<file path="config.mk">
export PLATFORM = sky130hd
export DESIGN_NAME = rmt_classifier
export DESIGN_NICKNAME = d
export VERILOG_FILES = /design/src/rtl/rmt_classifier.sv
export SDC_FILE = /design/constraint.sdc
export NUM_CORES = 2
export LEC_CHECK = 0
export ABC_AREA = 0
export BUFFER_PORTS_ARGS = -buffer_cell sky130_fd_sc_hd__buf_4
export CORE_AREA = 2 2 505 507
export CTS_CLUSTER_SIZE = 14
export DETAILED_ROUTE_END_ITERATION = 8
export DIE_AREA = 0 0 507 509
export PLACE_DENSITY = 0.45
export SETUP_SLACK_MARGIN = 0.2
export SYNTH_ARGS = -nofsm -noshare
export SYNTH_HDL_FRONTEND = slang
export SYNTH_SLANG_ARGS = --single-unit
</file>
<file path="constraint.sdc">
create_clock -name clk -period 3.15 [get_ports clk]
set_input_delay 0.945 -clock clk [delete_from_list [all_inputs] [get_ports clk]]
set_output_delay 0.945 -clock clk [all_outputs]
set_load 0.01 [all_outputs]
</file>
<file path="src/rtl/rmt_classifier.sv">
// AXI-Stream classifier: matches EtherType/delimiter/function fields on the first beat,
// selects tdest from a runtime rule table, drops non-matching frames, keeps statistics.
`timescale 1ns/1ps
module rmt_classifier #(
    parameter int DATA_WIDTH   = 512,
    parameter int KEEP_WIDTH   = DATA_WIDTH/8,
    parameter int USER_WIDTH   = 8,
    parameter int DEST_WIDTH   = 2,
    parameter int RULE_COUNT   = 4,
    parameter int ETYPE_OFFSET = 12,
    parameter logic [15:0] ETYPE_MATCH = 16'h0008,
    parameter int DELIM_OFFSET = 42,
    parameter logic [15:0] DELIM_MATCH = 16'hF0E1,
    parameter int FUNC_OFFSET  = 44,
    parameter int DEFAULT_DEST = 0,
    parameter int DROP_MISS    = 0,
    parameter int CNT_WIDTH    = 32,
    localparam int IDX_W = (RULE_COUNT > 1) ? $clog2(RULE_COUNT) : 1
) (
    input  logic                  clk,
    input  logic                  rst_n,
    input  logic [DATA_WIDTH-1:0] s_axis_tdata,
    input  logic [KEEP_WIDTH-1:0] s_axis_tkeep,
    input  logic                  s_axis_tvalid,
    output logic                  s_axis_tready,
    input  logic                  s_axis_tlast,
    input  logic [USER_WIDTH-1:0] s_axis_tuser,
    output logic [DATA_WIDTH-1:0] m_axis_tdata,
    output logic [KEEP_WIDTH-1:0] m_axis_tkeep,
    output logic                  m_axis_tvalid,
    input  logic                  m_axis_tready,
    output logic                  m_axis_tlast,
    output logic [USER_WIDTH-1:0] m_axis_tuser,
    output logic [DEST_WIDTH-1:0] m_axis_tdest,
    input  logic                  cfg_wr_en,
    input  logic [IDX_W-1:0]      cfg_wr_idx,
    input  logic [15:0]           cfg_wr_func,
    input  logic [DEST_WIDTH-1:0] cfg_wr_dest,
    input  logic                  cfg_wr_enable,
    input  logic                  stat_clear,
    output logic [CNT_WIDTH-1:0]  stat_fwd_pkts,
    output logic [CNT_WIDTH-1:0]  stat_drop_pkts,
    output logic [CNT_WIDTH-1:0]  stat_miss_pkts
);

    typedef enum logic [1:0] {IDLE, FORWARD, DROP} state_t;

    state_t state_reg, state_next;
    logic [DEST_WIDTH-1:0] dest_reg, dest_next;

    logic [15:0]           rule_func_reg [RULE_COUNT];
    logic [DEST_WIDTH-1:0] rule_dest_reg [RULE_COUNT];
    logic [RULE_COUNT-1:0] rule_en_reg;
    logic [RULE_COUNT-1:0] rule_hit;
    logic                  hit_any;
    logic [DEST_WIDTH-1:0] hit_dest;

    // Fields are taken in wire byte order: byte k of the beat lives in tdata[8k+7:8k]
    logic [15:0] hdr_etype, hdr_delim, hdr_func;
    logic        hdr_match;
    assign hdr_etype = s_axis_tdata[8*ETYPE_OFFSET +: 16];
    assign hdr_delim = s_axis_tdata[8*DELIM_OFFSET +: 16];
    assign hdr_func  = s_axis_tdata[8*FUNC_OFFSET +: 16];
    assign hdr_match = (hdr_etype == ETYPE_MATCH) && (hdr_delim == DELIM_MATCH);

    generate
        for (genvar gi = 0; gi < RULE_COUNT; gi++) begin : g_rule
            always_ff @(posedge clk or negedge rst_n) begin
                if (!rst_n) begin
                    rule_func_reg[gi] <= '0;
                    rule_dest_reg[gi] <= '0;
                    rule_en_reg[gi]   <= 1'b0;
                end else if (cfg_wr_en && (cfg_wr_idx == IDX_W'(gi))) begin
                    rule_func_reg[gi] <= cfg_wr_func;
                    rule_dest_reg[gi] <= cfg_wr_dest;
                    rule_en_reg[gi]   <= cfg_wr_enable;
                end
            end
            assign rule_hit[gi] = rule_en_reg[gi] && (rule_func_reg[gi] == hdr_func);
        end
    endgenerate

    // Walk from the top so the lowest-index hit wins
    always_comb begin
        hit_any  = 1'b0;
        hit_dest = '0;
        for (int i = RULE_COUNT - 1; i >= 0; i--) begin
            if (rule_hit[i]) begin
                hit_any  = 1'b1;
                hit_dest = rule_dest_reg[i];
            end
        end
    end

    logic ready_reg;
    logic accept;
    logic fwd_beat;
    logic [DEST_WIDTH-1:0] beat_dest;
    logic inc_fwd, inc_drop, inc_miss;

    assign accept = s_axis_tvalid && ready_reg;

    always_comb begin
        state_next = state_reg;
        dest_next  = dest_reg;
        beat_dest  = dest_reg;
        fwd_beat   = 1'b0;
        inc_fwd    = 1'b0;
        inc_drop   = 1'b0;
        inc_miss   = 1'b0;
        case (state_reg)
            IDLE: begin
                if (accept) begin
                    inc_miss = hdr_match && !hit_any;
                    if (hdr_match && (hit_any || DROP_MISS == 0)) begin
                        fwd_beat  = 1'b1;
                        beat_dest = hit_any ? hit_dest : DEST_WIDTH'(DEFAULT_DEST);
                        dest_next = beat_dest;
                        inc_fwd   = 1'b1;
                        if (!s_axis_tlast) state_next = FORWARD;
                    end else begin
                        inc_drop = 1'b1;
                        if (!s_axis_tlast) state_next = DROP;
                    end
                end
            end
            FORWARD: begin
                fwd_beat = accept;
                if (accept && s_axis_tlast) state_next = IDLE;
            end
            DROP: begin
                if (accept && s_axis_tlast) state_next = IDLE;
            end
            default: state_next = IDLE;
        endcase
    end

    always_ff @(posedge clk or negedge rst_n) begin
        if (!rst_n) begin
            state_reg <= IDLE;
            dest_reg  <= '0;
        end else begin
            state_reg <= state_next;
            dest_reg  <= dest_next;
        end
    end

    logic [DATA_WIDTH-1:0] out_data_reg, skid_data_reg;
    logic [KEEP_WIDTH-1:0] out_keep_reg, skid_keep_reg;
    logic [USER_WIDTH-1:0] out_user_reg, skid_user_reg;
    logic [DEST_WIDTH-1:0] out_dest_reg, skid_dest_reg;
    logic                  out_last_reg, skid_last_reg;
    logic                  out_valid_reg, skid_valid_reg;
    logic                  out_ready;
    logic                  skid_valid_next;

    assign out_ready       = !out_valid_reg || m_axis_tready;
    assign skid_valid_next = out_ready ? 1'b0 : (skid_valid_reg || fwd_beat);

    // Skid only fills while the output is stalled; ready reflects an empty skid
    always_ff @(posedge clk or negedge rst_n) begin
        if (!rst_n) begin
            out_data_reg   <= '0;
            out_keep_reg   <= '0;
            out_user_reg   <= '0;
            out_dest_reg   <= '0;
            out_last_reg   <= 1'b0;
            out_valid_reg  <= 1'b0;
            skid_data_reg  <= '0;
            skid_keep_reg  <= '0;
            skid_user_reg  <= '0;
            skid_dest_reg  <= '0;
            skid_last_reg  <= 1'b0;
            skid_valid_reg <= 1'b0;
            ready_reg      <= 1'b0;
        end else begin
            ready_reg      <= !skid_valid_next;
            skid_valid_reg <= skid_valid_next;
            if (out_ready) begin
                if (skid_valid_reg) begin
                    out_data_reg  <= skid_data_reg;
                    out_keep_reg  <= skid_keep_reg;
                    out_user_reg  <= skid_user_reg;
                    out_dest_reg  <= skid_dest_reg;
                    out_last_reg  <= skid_last_reg;
                    out_valid_reg <= 1'b1;
                end else if (fwd_beat) begin
                    out_data_reg  <= s_axis_tdata;
                    out_keep_reg  <= s_axis_tkeep;
                    out_user_reg  <= s_axis_tuser;
                    out_dest_reg  <= beat_dest;
                    out_last_reg  <= s_axis_tlast;
                    out_valid_reg <= 1'b1;
                end else begin
                    out_valid_reg <= 1'b0;
                end
            end else if (fwd_beat) begin
                skid_data_reg <= s_axis_tdata;
                skid_keep_reg <= s_axis_tkeep;
                skid_user_reg <= s_axis_tuser;
                skid_dest_reg <= beat_dest;
                skid_last_reg <= s_axis_tlast;
            end
        end
    end

    assign s_axis_tready = ready_reg;
    assign m_axis_tdata  = out_data_reg;
    assign m_axis_tkeep  = out_keep_reg;
    assign m_axis_tuser  = out_user_reg;
    assign m_axis_tdest  = out_dest_reg;
    assign m_axis_tlast  = out_last_reg;
    assign m_axis_tvalid = out_valid_reg;

    logic [CNT_WIDTH-1:0] cnt_reg [3];
    logic [2:0]           cnt_inc;
    assign cnt_inc = {inc_miss, inc_drop, inc_fwd};

    generate
        for (genvar gi = 0; gi < 3; gi++) begin : g_cnt
            always_ff @(posedge clk or negedge rst_n) begin
                if (!rst_n) begin
                    cnt_reg[gi] <= '0;
                end else if (stat_clear) begin
                    cnt_reg[gi] <= '0;
                end else if (cnt_inc[gi] && (cnt_reg[gi] != {CNT_WIDTH{1'b1}})) begin
                    cnt_reg[gi] <= cnt_reg[gi] + 1'b1;
                end
            end
        end
    endgenerate

    assign stat_fwd_pkts  = cnt_reg[0];
    assign stat_drop_pkts = cnt_reg[1];
    assign stat_miss_pkts = cnt_reg[2];

endmodule

</file>
==> metrics.md <==
| Metric | Value |
|---|---|
| Htree depth | 4 |
| Core Util, Final | 32.07% |
| IO Pins | 1297 |
| DR iter-0 viols | 2423 |
| Drt first pass iters | 5 |
| Min Tclk post-route | 3326 ps |
| Crit Path Category | input port to flop |
| Initial Utilization | 23.66% |
| Worst-skew pair later-pin latency | 800 ps |
| Filler-free cell count of the finished design | 9665 |
| Slew headroom | 32.02% |
| Maximum fanout along the worst path | 27 |
| Crit path top cell by count | buf_12 |
| Total number of vias | 42070 |
| WL per Instance | 22.93 µm |
| Slew Limit Fails | 0 |
| IO Port Bufs | 1296 |
| Startpoint Class | input port |
| CP Cell Sequence | buf_8 -> nor4_4 -> buf_4 -> nand4_1 -> buf_6 -> nor2_4 -> a21oi_2 -> or3_4 -> buf_12 -> buf_12 -> mux2_4 |
| RSZ-0062 raised after global routing | yes |
| Yosys cell types | 64 |
| Net Sw Frac | 24.26% |
| Outcome | finished, violations left |
| Final worst slack | -176.2 ps |
| First-pass GRT wire length | 315400 µm |
| Total grt overflow | 0 |
| Placer Congestion | 0.8413 |
| FMAX | 300.6 MHz |
| EDFF count, synth | 0 |
| Fill count | 25790 |
| CTS tree | built |
| Final HPWL DP | 164300 µm |
| Mapped Cells | 4676 |
| Vias in the first global route | 43320 |
| Crit path arrival time | 3990 ps |
| Die area | 258100 µm² |
| Gate power share | 6.1% |
| Post-synthesis sequential area ratio | 56.62% |
| R2R cell count | 9 |
| Clock share of power | 49.1% |
| Seq pwr share | 44.8% |
| #FFs+latches synth | 1353 |
| CTS buffer count | 166 |
| Die W | 507 µm |
| Async set or reset register ratio after synthesis | 100.0% |
| Worst slew pin tran | 1020 ps |
| Max-Cap Viols | 0 |
| PwrDens | 488.1 nW/µm² |
| Mapped Area | 59800 µm² |
| Hold path cells | 2 |
| Endpoint class of the critical path | flop |
| Root buffer cell | clkbuf_16 |
| Final Skew | 60.18 ps |
| P&R area growth vs syn | 35.54% |
| Antenna viol nets, final | 0 |
| WP data required | 3810 ps |
| Layout cells sized above 1 | 40.93% |
| CORE AREA | 252800 µm² |
| CP startpoint | s_axis_tdata[98] |
| Final cycle utilization of the critical path | 105.6% |
| Ys flop type | dfrtp_1 |
| Class of the worst hold path | input port to flop |
| Mean Syn Cell Area | 12.79 µm² |
| P_sw | 9.598 mW |
| Minimum hold slack | 375.4 ps |
| Slowest stage delay, CP | 460 ps |
| Peak supply drop | 0.4343 mV |
| Die Y-Extent | 509 µm |
| Hold Startpoint | s_axis_tdata[155] |
| Synth Net Count | 5293 |
| Pleak | 39.06 nW |
| Failing checks | setup timing |
| RR Startpoint | rule_func_reg[49] |
| Clk slew on worst S/H paths | 60 ps |
| Yosys warns | 0 |
| Rows | 185 |
| Final hold violation count | 0 |
| GRT Util Overall | 16.47% |
| Placed Instances | 9315 |
| Vias/cell | 4.353 |
| Initial antenna violation count | 57 |
| Detailed Route WL | 221700 µm |
| Final nets | 6766 |
| Slowest CP cell | nor4_4 |
| Largest net degree at the start of global routing | 83 |
| DR DRC count | 0 |
| Max Root-Sink Buffers | 3 |
| Sink Count | 1353 |
| Internal power consumption | 29.97 mW |
| Final setup violation count | 671 |
## logic make-up after synthesis
family | synth area share, %
AOI/OAI and AO/OA | 5.990
xor gates and xnor gates | 1.772
adders and majority gates | 0.1046
buffers and inverters | 3.498
DFF | 56.62
muxes | 25.07
and+or+nand+nor | 6.953
## final cells by class
class                   count  area, µm²  share of cell area, %
multi-input cells        3003      24000                  29.61
flip-flops and latches   1353      33860                  41.78
clock buffers             248       4913                  6.062
repair buffers           1614      13340                  16.46
well taps                3366       4212                  5.196
clock inverters            47      630.6                 0.7780
diodes                     23      57.56                0.07101
inverters                  11      41.29                0.05094
## metal layers
layer  track usage, %  wire length, µm  vias to the layer above
li1                 -                -                    19350
met1            20.83            94240                    21100
met2            26.03           102200                     1258
met3            6.345            19170                      317
met4            4.693             5787                       46
met5                0              305                        -
## cell usage in the layout (no fill, tap or decap), drive strengths merged, types with 11 or more instances in the layout
cell type,count
and3,20
o21ai,608
a21oi,34
o31ai,14
nor2,79
clkbuf,256
or4,14
buf,1602
nor4,19
inv,16
and4,11
mux2,666
xnor2,61
mux2i,587
nand2,640
or3,21
xor2,60
dfrtp,1353
diode,23
clkinv,37
nand3,45
nand4,46
## timing repair
action                                 in CTS  in global routing
gates resized for setup                    14                 23
hold buffers                                0                  1
gates cloned                                5                 12
setup endpoints to repair                1239               1240
buffers inserted                            6                  8
endpoints found under the hold margin       0                  1
pin swaps                                   2                  6
## power groups by stage
stage	clock (mW)	sequential [mW]	combinational (mW)
finish	19.4	17.7	2.41
global route	20.9	17.7	2.65
CTS	20.2	17.7	2.47
detailed placement	0	18.0	2.45
global placement	0	18.0	2.43
floorplan	0	18.0	0.735
## cell usage after synthesis, types with 43 or more instances
cell	n	area, µm²
buf_2	46	230.2
buf_6	109	1227
clkbuf_1	149	559.3
dfrtp_1	1353	33860
mux2_2	236	2658
mux2_4	430	6456
mux2i_1	587	5876
nand2_1	640	2402
nand3_1	43	215.2
nand4_1	45	281.5
nor2_1	78	292.8
o21ai_0	458	2292
o21ai_1	150	750.7
xnor2_1	61	534.3
xor2_1	60	525.5
## per-stage QoR
| step | power [mW] | setup slack [ps] | setup TNS [ps] | cell area, µm² |
|---|---|---|---|---|
| after floorplan | 18.74 | 179.4 | 0 | 59950 |
| after global placement | 20.46 | -1265 | -1382050 | 74730 |
| after detailed placement | 20.49 | -1267 | -1389850 | 74730 |
| after CTS | 40.34 | -313.5 | -223660 | 80570 |
| after global routing | 41.27 | -271.0 | -180750 | 81030 |
| final | 39.56 | -176.2 | -43970 | 81060 |
## critical path, delay by kind of cell
kind	cells	cell delay (ps)
muxes	1	320
and+or+nand+nor	4	1350
buffers and inverters	5	1110
AOI/OAI and AO/OA	1	50
## final timing paths
path	end	slack [ps]
worst max-delay path	skid_data_reg[85]	-180
worst min register to register	m_axis_tdata[191]	480
worst min-delay path	skid_data_reg[155]	380
max in group asynchronous	m_axis_tdata[382]	1170
min in group asynchronous	m_axis_tdata[491]	660
worst max register to register	stat_miss_pkts[21]	280
Note: power is estimated with default switching activity, not from simulation.
